===== config.mk =====
export PLATFORM = sky130hd
export DESIGN_NAME = stream_demux1_4_flat
export DESIGN_NICKNAME = d
export VERILOG_FILES = /design/src/rtl/stream_demux1_4_if.sv /design/src/rtl/stream_demux1_4.sv /design/src/flat_wrapper.sv
export SDC_FILE = /design/constraint.sdc
export NUM_CORES = 1
export LEC_CHECK = 0
export ABC_AREA = 1
export CORE_MARGIN = 2
export CORE_UTILIZATION = 45
export DETAILED_ROUTE_END_ITERATION = 7
export PLACE_DENSITY_LB_ADDON = 0.08
export SLEW_MARGIN = 20
export SYNTH_ARGS = -nofsm -noshare
export SYNTH_HDL_FRONTEND = slang
export SYNTH_SLANG_ARGS = --single-unit

===== constraint.sdc =====
create_clock -name i_clk -period 1.8 [get_ports i_clk]
set_input_delay 0.36 -clock i_clk [delete_from_list [all_inputs] [get_ports i_clk]]
set_output_delay 0.36 -clock i_clk [all_outputs]
set_load 0.01 [all_outputs]

===== src/rtl/stream_demux1_4_if.sv =====
// ----------------------------------------------------------------------------
// stream_demux1_4_if
// Handshake bundle for the 1-to-4 stream demultiplexer.
//   in_data/in_valid/in_last/in_ready : single producer stream
//   out_data/out_valid/out_last       : four registered consumer lanes,
//                                       lane k data at out_data[k*W +: W]
//   out_ready                         : per-lane consumer ready
// Modports: master = producer/consumer side, slave = demux.
// ----------------------------------------------------------------------------
interface stream_demux1_4_if #(
    parameter int W = 8
);
    logic [W-1:0]   in_data;
    logic           in_valid;
    logic           in_last;
    logic           in_ready;
    logic [4*W-1:0] out_data;
    logic [3:0]     out_valid;
    logic [3:0]     out_last;
    logic [3:0]     out_ready;

    modport master (
        output in_data, in_valid, in_last, out_ready,
        input  in_ready, out_data, out_valid, out_last
    );

    modport slave (
        input  in_data, in_valid, in_last, out_ready,
        output in_ready, out_data, out_valid, out_last
    );
endinterface


===== src/rtl/stream_demux1_4.sv =====
// ----------------------------------------------------------------------------
// stream_demux1_4
// Registered 1-to-4 packet demultiplexer. Each packet is routed whole to one
// lane; the destination is chosen at the first beat and locked until the last.
// Each lane has a one-entry holding register.
//
// Ports:
//   i_clk   : rising-edge clock
//   i_rst   : synchronous active-high reset
//   i_sl    : destination lane select, sampled only at packet start
//   o_busy  : high while a packet is in progress (BURST state)
//   bus     : stream_demux1_4_if.slave (input stream + four output lanes)
//
// Build option: define DEMUX_RR_EN to ignore i_sl and assign packets to
// lanes 0,1,2,3,0,... from a round-robin pointer.
// ----------------------------------------------------------------------------
module stream_demux1_4 #(
    parameter int W = 8
) (
    input  logic                   i_clk,
    input  logic                   i_rst,
    input  logic [1:0]             i_sl,
    output logic                   o_busy,
    stream_demux1_4_if.slave       bus
);

    typedef enum logic {IDLE = 1'b0, BURST = 1'b1} state_t;

    state_t           r_state;
    logic [1:0]       r_lk;
    logic             r_busy;
    logic [3:0][W-1:0] r_data;
    logic [3:0]       r_vld;
    logic [3:0]       r_last;

    logic [1:0]       w_start_tgt;
    logic [1:0]       w_tgt;
    logic             w_rdy;
    logic             w_acc;
    logic [3:0]       w_load;

`ifdef DEMUX_RR_EN
    logic [1:0]       r_rp;
    logic [1:0]       w_unused_sl;

    assign w_unused_sl = i_sl;
    assign w_start_tgt = r_rp;

    // Pointer advances once per completed packet, so packets rotate lanes.
    always_ff @(posedge i_clk) begin
        if (i_rst)
            r_rp <= 2'd0;
        else if (w_acc && bus.in_last)
            r_rp <= r_rp + 2'd1;
    end
`else
    assign w_start_tgt = i_sl;
`endif

    assign w_tgt = (r_state == BURST) ? r_lk : w_start_tgt;

    // Lane can take a word if empty or being drained this same cycle.
    assign w_rdy = !i_rst && (!r_vld[w_tgt] || bus.out_ready[w_tgt]);
    assign w_acc = bus.in_valid && w_rdy;

    always_comb begin
        w_load = 4'b0000;
        for (int k = 0; k < 4; k++)
            w_load[k] = w_acc && (w_tgt == 2'(k));
    end

    // Lane holding registers: load wins over drain so a simultaneous
    // drain+load keeps the lane valid with the new word.
    always_ff @(posedge i_clk) begin
        if (i_rst) begin
            r_data <= '0;
            r_vld  <= 4'b0000;
            r_last <= 4'b0000;
        end else begin
            for (int k = 0; k < 4; k++) begin
                if (w_load[k]) begin
                    r_data[k] <= bus.in_data;
                    r_last[k] <= bus.in_last;
                    r_vld[k]  <= 1'b1;
                end else if (r_vld[k] && bus.out_ready[k]) begin
                    r_vld[k]  <= 1'b0;
                end
            end
        end
    end

    // Packet FSM; busy is registered alongside the state.
    always_ff @(posedge i_clk) begin
        if (i_rst) begin
            r_state <= IDLE;
            r_lk    <= 2'd0;
            r_busy  <= 1'b0;
        end else begin
            case (r_state)
                IDLE: begin
                    if (w_acc && !bus.in_last) begin
                        r_state <= BURST;
                        r_lk    <= w_start_tgt;
                        r_busy  <= 1'b1;
                    end
                end
                BURST: begin
                    if (w_acc && bus.in_last) begin
                        r_state <= IDLE;
                        r_busy  <= 1'b0;
                    end
                end
                default: begin
                    r_state <= IDLE;
                    r_busy  <= 1'b0;
                end
            endcase
        end
    end

    assign bus.in_ready  = w_rdy;
    assign bus.out_data  = r_data;
    assign bus.out_valid = r_vld;
    assign bus.out_last  = r_last;
    assign o_busy        = r_busy;

endmodule


===== src/flat_wrapper.sv =====
// flat-port wrapper written by rule: the top's interface ports become plain ports
module stream_demux1_4_flat 
#(
    parameter int W = 8
)
  (i_clk, i_rst, i_sl, o_busy, bus_in_data, bus_in_valid, bus_in_last, bus_out_ready, bus_in_ready, bus_out_data, bus_out_valid, bus_out_last);
  stream_demux1_4_if #(.W(W)) bus_i ();
  input  logic i_clk;
  input  logic i_rst;
  input  logic [1:0] i_sl;
  output logic o_busy;
  input wire logic [$bits(bus_i.in_data)-1:0] bus_in_data;
  input wire logic [$bits(bus_i.in_valid)-1:0] bus_in_valid;
  input wire logic [$bits(bus_i.in_last)-1:0] bus_in_last;
  input wire logic [$bits(bus_i.out_ready)-1:0] bus_out_ready;
  output wire logic [$bits(bus_i.in_ready)-1:0] bus_in_ready;
  output wire logic [$bits(bus_i.out_data)-1:0] bus_out_data;
  output wire logic [$bits(bus_i.out_valid)-1:0] bus_out_valid;
  output wire logic [$bits(bus_i.out_last)-1:0] bus_out_last;
  assign bus_i.in_data = bus_in_data;
  assign bus_i.in_valid = bus_in_valid;
  assign bus_i.in_last = bus_in_last;
  assign bus_i.out_ready = bus_out_ready;
  assign bus_in_ready = bus_i.in_ready;
  assign bus_out_data = bus_i.out_data;
  assign bus_out_valid = bus_i.out_valid;
  assign bus_out_last = bus_i.out_last;
  stream_demux1_4 #(.W(W)) u_core (.i_clk(i_clk), .i_rst(i_rst), .i_sl(i_sl), .o_busy(o_busy), .bus(bus_i));
endmodule

==> results of run 1 <==
-- synth_stat cells --
master and n:
nor2_1 79, nand3_4 1, nand2_2 4, nand2_4 1, a21oi_2 4, nand3_1 5, nand4_2 1, nor2_2 1
buf_6 1, nand2_1 28, o21ai_0 37, nor2_4 4, a21oi_1 4, o21bai_1 1, dfxtp_1 44, inv_2 6
inv_1 14, clkbuf_1 5
-- cells in the final DEF (no fill, tap or decap), types with 5 or more instances in the layout --
| cell type | synthesis | routed |
|---|---|---|
| nor2_1 | 79 | 79 |
| clkdlybuf4s50_1 | 0 | 56 |
| dfxtp_1 | 44 | 43 |
| o21ai_0 | 37 | 34 |
| nand2_1 | 28 | 21 |
| buf_4 | 0 | 18 |
| inv_1 | 14 | 14 |
| nand2_2 | 4 | 6 |
| nand2_4 | 1 | 6 |
| clkbuf_8 | 0 | 6 |
| nor2_4 | 4 | 5 |
| a21oi_2 | 4 | 5 |
-- worst max-delay path, stage by stage, from the launching register on --
cell and delay (ns):
dfxtp_4 0.38, inv_6 0.08, nand2_1 0.07, nand2_2 0.13
nand3_2 0.09, nand2_2 0.10, nor2_4 0.05, a21oi_2 0.11
buf_2 0.13
-- through the flow --
stage | hold WS [ns] | cells | utilization (%)
after detailed placement | 0.477 | 359 | 68.5
after global routing | 0.522 | 368 | 73.0
after global placement | 0.466 | 359 | 68.5
after floorplan | 0.474 | 240 | -
final | 0.493 | 368 | 73.0
after CTS | 0.488 | 367 | 71.1
-- cells by family after synthesis --
logic type | after synthesis
AND/OR/NAND/NOR | 124
buffers and inverters | 26
AO/OA/AOI/OAI | 46
flip-flops | 44
-- sequential cells by signal, summed over array words and instances, names as in the netlist, named ones only --
signal and cells:
u_core.bus.out_valid 4, u_core.bus.out_data 32, u_core.r_lk 2, u_core.bus.out_last 4, u_core.o_busy 1
-- layer usage --
layer	share of wire, %	vias to the layer above
met2	49	50
met4	0.50	0
met1	43	782
met5	0	-
li1	-	911
met3	6.7	2
-- layout make-up --
| class | instances | area, µm² | area share (%) |
|---|---|---|---|
| inverters | 20 | 82.6 | 3.04 |
| flip-flops and latches | 44 | 885 | 32.6 |
| repair buffers | 78 | 738 | 27.2 |
| multi-input cells | 170 | 858 | 31.6 |
| clock buffers | 8 | 90.1 | 3.32 |
| well taps | 48 | 60.1 | 2.21 |
-- report_power, final --
part	switching [W]	internal (W)	total, W
Combinational	0.000178	0.000175	0.000353
Sequential	0.0000244	0.00102	0.00104
Clock	0.000306	0.000313	0.000619
Total	0.000508	0.00150	0.00201
-- worst max-delay path by stage --
stage                        start                     end  slack (ns)  cells past startpoint
final                     register            bus_in_ready        0.01                      8
after global routing      register            bus_in_ready       -0.05                      8
after global placement     i_sl[0]            bus_in_ready       -0.49                     10
after detailed placement   i_sl[0]            bus_in_ready       -0.52                     10
after CTS                 register            bus_in_ready        0.03                      8
after floorplan           register  u_core.bus.out_data[0]        0.23                     14
-- what timing repair did --
item / 4_1_cts / 5_1_grt
pin swaps: 4 / 14
buffers inserted: 0 / 1
gates resized for setup: 10 / 21
endpoints found under the setup margin: 6 / 36
hold buffers: 0 / 0
==> key figures, run 1 <==
Run status
  • Status: finished clean

CTS
  • Clock sink count: between 40 and 50
  • Worst-Skew Late Latency: 0.29 ns
  • CTS tree: built
  • CTS clk-pin slew, worst paths: roughly 0.070 ns
  • Total CTS buffers: 5
  • Root buffer cell: clkbuf_8
  • Htree depth: 2
  • Maximum clock insertion buffer count: 2

Cells and area
  • N_diodes: 0
  • Fin area: between 0.002 and 0.003 mm²
  • Share of cells above drive strength 1: around a fifth
  • Nets: 337
  • Filler cells: 319
  • Layout Area Growth over Synthesis: 52.6%

Worst setup path
  • Crit path required time: 1.44 ns
  • Worst setup SP type: register
  • Worst path arrival time: 1.43 ns
  • Critical setup path kind: reg -> out
  • Depth of the most critical reg-to-reg path: 12
  • R2R setup slack: about 0.1 ns
  • Setup crit end kind: output port
  • Worst-path maximum fanout: 6
  • Worst r2r dst: u_core.bus.out_data[28]

Yosys
  • Post-Synthesis Cells: between 200 and 250
  • Yosys cell types: 18
  • Netlist Area Pre-Place: 0.00178 mm²
  • Largest cells by area after synthesis: dfxtp_1 50%, nor2_1 17%, o21ai_0 10%
  • Synth Area in Simple Gates: between 30% and 40%
  • Synth Area in Compound Gates: between 10% and 20%
  • Post-synthesis mux area share: 0%
  • Xor/xnor share of the synthesized area: 0%
  • Synth top area share: 49.5%
  • Yosys top cell by area: dfxtp_1
  • Largest family of logic cells by synthesized area: simple AND/OR/NAND/NOR gates
  • Net count after synthesis: roughly 260
  • Adder-Cell Fraction of Synth Area: 0%
  • Seq/Total Area, Yosys: about 50%
  • Yosys reg bits: 44
  • Syn Area/Cell: around 7.4 µm²
  • Ys Warns: 0

Die
  • Die height: 66.9 µm
  • FP Rows: 22
  • Core area: roughly 0.0037 mm²
  • Initial Utilization: between 40% and 50%
  • Die area: roughly 0.0045 mm²
  • Io pins: 60
  • Die Wd: around 67 µm

Placed design
  • Placer Congestion: just under 0.8
  • Hpwl dp: between 3000 and 4000 µm
  • Cell Area, Placed: approximately 0.0025 mm²
  • Port Buffers: around 60
  • Pre-CTS WS: -0.522 ns

STA
  • RSZ-0062 raised after global routing: yes
  • Period utilization: 99.2%
  • Tmin final: 1.79 ns
  • Worst setup margin: roughly 0.014 ns
  • # setup viols final: 0
  • Hold Fails Final Rpt: 0
  • Clock skew: between 0.004 and 0.005 ns
  • Least-Margin Pin Slew: approximately 0.25 ns
  • FMAX: approximately 560 MHz
  • Final Max Slew Viols: 0
  • Setup TNS Final: 0 ns
  • Worst slew margin: 83.2%

Global route
  • Gr busiest metal: met2
  • Met2 Use GR: between 30% and 40%
  • Vias in the first global route: roughly 1700
  • First-pass GRT wire length: 7380 µm
  • Tot GR Track Use: between 20 and 25%
  • Met3 Resource Use GR: 4.90%
  • Initial antenna violation count: 0
  • Met1 Track Usage GR: between 20% and 30%
  • GRT Residual Overflow: 0
  • Pin count of the biggest net entering global routing: 33

Worst hold path
  • Hold path start: u_core.o_busy
  • Hold crit path type: reg -> reg
  • WHS Endpoint: u_core.o_busy
  • Hold path depth: 2

Routing
  • Routed wire length: between 4000 and 5000 µm
  • TritonRoute pass-1 iters: 4
  • # DRC: 0
  • Wire per inst: 12.5 µm
  • Drt initial violations: 64
  • Vias: approximately 1700
  • Post-detailed-route via-to-cell ratio: 4.74
  • Antenna-violating nets left: 0

Pwr
  • Overall power: 0.00201 W
  • Worst vdd ir: slightly above 0.6 mV
  • Power Dens Cells: ~740 mW/mm²
  • Pleak: between 1 and 1.5 nW

Run
  • Number of max-cap violations: 0
Note: power is estimated with default switching activity, not from simulation.
==> inputs of run 2 (changes only) <==
CELL_PAD_IN_SITES_DETAIL_PLACEMENT = 0   (was not set)
CELL_PAD_IN_SITES_GLOBAL_PLACEMENT = 2   (was not set)
CORE_UTILIZATION = 24   (was 45)
==> key figures, run 2 (synthesis results as in run 1) <==
Run status
  • Status: finished clean

STA
  • Hold Fails Final Rpt: 0
  • Tmin final: ~1.8 ns
  • Least-Margin Pin Slew: about 0.21 ns
  • Period utilization: a little over nine tenths
  • Clock skew: 0.00794 ns
  • Worst slew margin: 85.8%
  • FMAX: 571 MHz
  • # setup viols final: 0
  • Final Max Slew Viols: 0
  • RSZ-0062 raised after global routing: yes

Global route
  • First-pass GRT wire length: between 8000 and 9000 µm
  • Pin count of the biggest net entering global routing: 21
  • Tot GR Track Use: 13.7%
  • Initial antenna violation count: 0
  • GRT Residual Overflow: 0
  • Vias in the first global route: between 1500 and 2000

Worst setup path
  • Crit path largest cell delay: roughly 0.40 ns
  • Worst setup SP type: register
  • Setup crit end kind: output port
  • R2R setup slack: approximately 0.11 ns
  • Worst path arrival time: 1.39 ns
  • Cell mode on critical path: nand2_2
  • Crit-path cells: buf_6 > nand2_2 > nand2_4 > nand3_2 > nand2_2 > nor2_4 > a21oi_2 > buf_2
  • Crit path required time: 1.44 ns
  • Slowest stage cell, crit path: dfxtp_4
  • Cell family with most CP delay: flip-flops
  • Crit path buf inv count: 2
  • Worst-path maximum fanout: 5
  • Critical setup path kind: reg -> out

Worst hold path
  • Hold crit path type: reg -> reg

Pwr
  • Power Dens Cells: slightly above 700 mW/mm²
  • Pleak: 1.23 nW
  • Worst vdd ir: around 0.33 mV

Routing
  • Vias: roughly 1800
  • Drt initial violations: 38
  • Routed wire length: around 5500 µm
  • TritonRoute pass-1 iters: 4
  • Wire per inst: roughly 13 µm
  • Antenna-violating nets left: 0
  • # DRC: 0
  • Post-detailed-route via-to-cell ratio: just over 4

Die
  • Io pins: 60
  • Die height: 90.1 µm
  • FP Rows: 31
  • Die area: ~0.008 mm²
  • Die Wd: around 90 µm
  • Initial Utilization: between 20% and 30%
  • Core area: 0.00721 mm²

Cells and area
  • Most common library cell in the layout ignoring fill and taps: nor2_1
  • Nets: approximately 350
  • Final non-filler cell total: between 400 and 500
  • Commonest non-fill, non-tap cells in the layout: 78 x nor2_1, 56 x clkdlybuf4s50_1, 42 x dfxtp_1, 33 x o21ai_0, 26 x buf_4
  • Sequential cell area: a little under 900 µm²
  • Max reg flops: 32
  • Share of cells above drive strength 1: around 22%
  • Layout Area Growth over Synthesis: 60.7%
  • N_diodes: 0
  • Filler cells: 770
  • Final Util: between 30% and 40%
  • Area of the multi-input gates: just under 900 µm²

Placed design
  • Port Buffers: between 50 and 60
  • Placer Congestion: 0.768
  • Hpwl dp: 3950 µm
  • Cells after DPL: around 420

CTS
  • Clock sink count: 44
  • Worst-Skew Late Latency: 0.29 ns
  • Total CTS buffers: 5
  • CTS clk-pin slew, worst paths: around 0.09 ns
  • CTS tree: built
  • Root buffer cell: clkbuf_8
  • Htree depth: 2
  • Maximum clock insertion buffer count: 2

Run
  • Number of max-cap violations: 0
==> run 2: layout make-up <==
cell class | count | share of cell area [%]
sequential | 44 | 31.0
multi-input combinational | 170 | 30.7
timing repair buffer | 87 | 28.0
tap | 99 | 4.34
clock buffer | 8 | 3.15
inverter | 20 | 2.80
==> run 2: path summary, 6_finish.rpt <==
| check | startpoint | to | cells past startpoint |
|---|---|---|---|
| worst max register to register | register | u_core.bus.out_data[18] | 12 |
| worst max-delay path | register | bus_in_ready | 8 |
| worst min-delay path | u_core.o_busy | u_core.o_busy | 2 |
| worst min register to register | u_core.o_busy | u_core.o_busy | 2 |
==> run 2: tightest hold or removal path: stages (launching register included) <==
cell     delay [ns]
dfxtp_1        0.32
o21ai_0        0.07
a21oi_1        0.06
==> run 2: routing by layer <==
metal	vias up	part of all wire [%]	GRT usage, %
li1	931	-	-
met1	783	47	17.8
met2	39	47	22.6
met3	6	4.6	3.69
met4	0	1.1	3.85
met5	-	0	0
==> run 2: stage by stage <==
stage | setup slack [ns] | area (µm²) | total power, W | TNS [ns] | hold slack (ns)
2_1_floorplan | 0.234 | 1780 | 0.00120 | 0 | 0.474
3_3_place_gp | -0.533 | 2640 | 0.00141 | -12.53 | 0.475
3_5_place_dp | -0.549 | 2640 | 0.00141 | -13.40 | 0.472
4_1_cts | 0.000345 | 2760 | 0.00208 | 0 | 0.467
5_1_grt | -0.0229 | 2860 | 0.00218 | -0.0457 | 0.526
6_report | 0.0490 | 2860 | 0.00207 | 0 | 0.482
==> run 2: power breakdown <==
| group | internal, W | switching, W | leakage (nW) | total [W] |
|---|---|---|---|---|
| Sequential | 0.00102 | 0.0000261 | 0.359 | 0.00104 |
| Clock | 0.000314 | 0.000339 | 0.0455 | 0.000653 |
| Combinational | 0.000189 | 0.000185 | 0.823 | 0.000375 |
==> run 2: timing repair <==
item | in CTS | in global routing
setup buffers | 4 | 0
setup endpoints to repair | 19 | 38
resized for setup | 10 | 29
hold buffers | 0 | 0
hold endpoints to repair | 0 | 0
pin swaps | 9 | 13
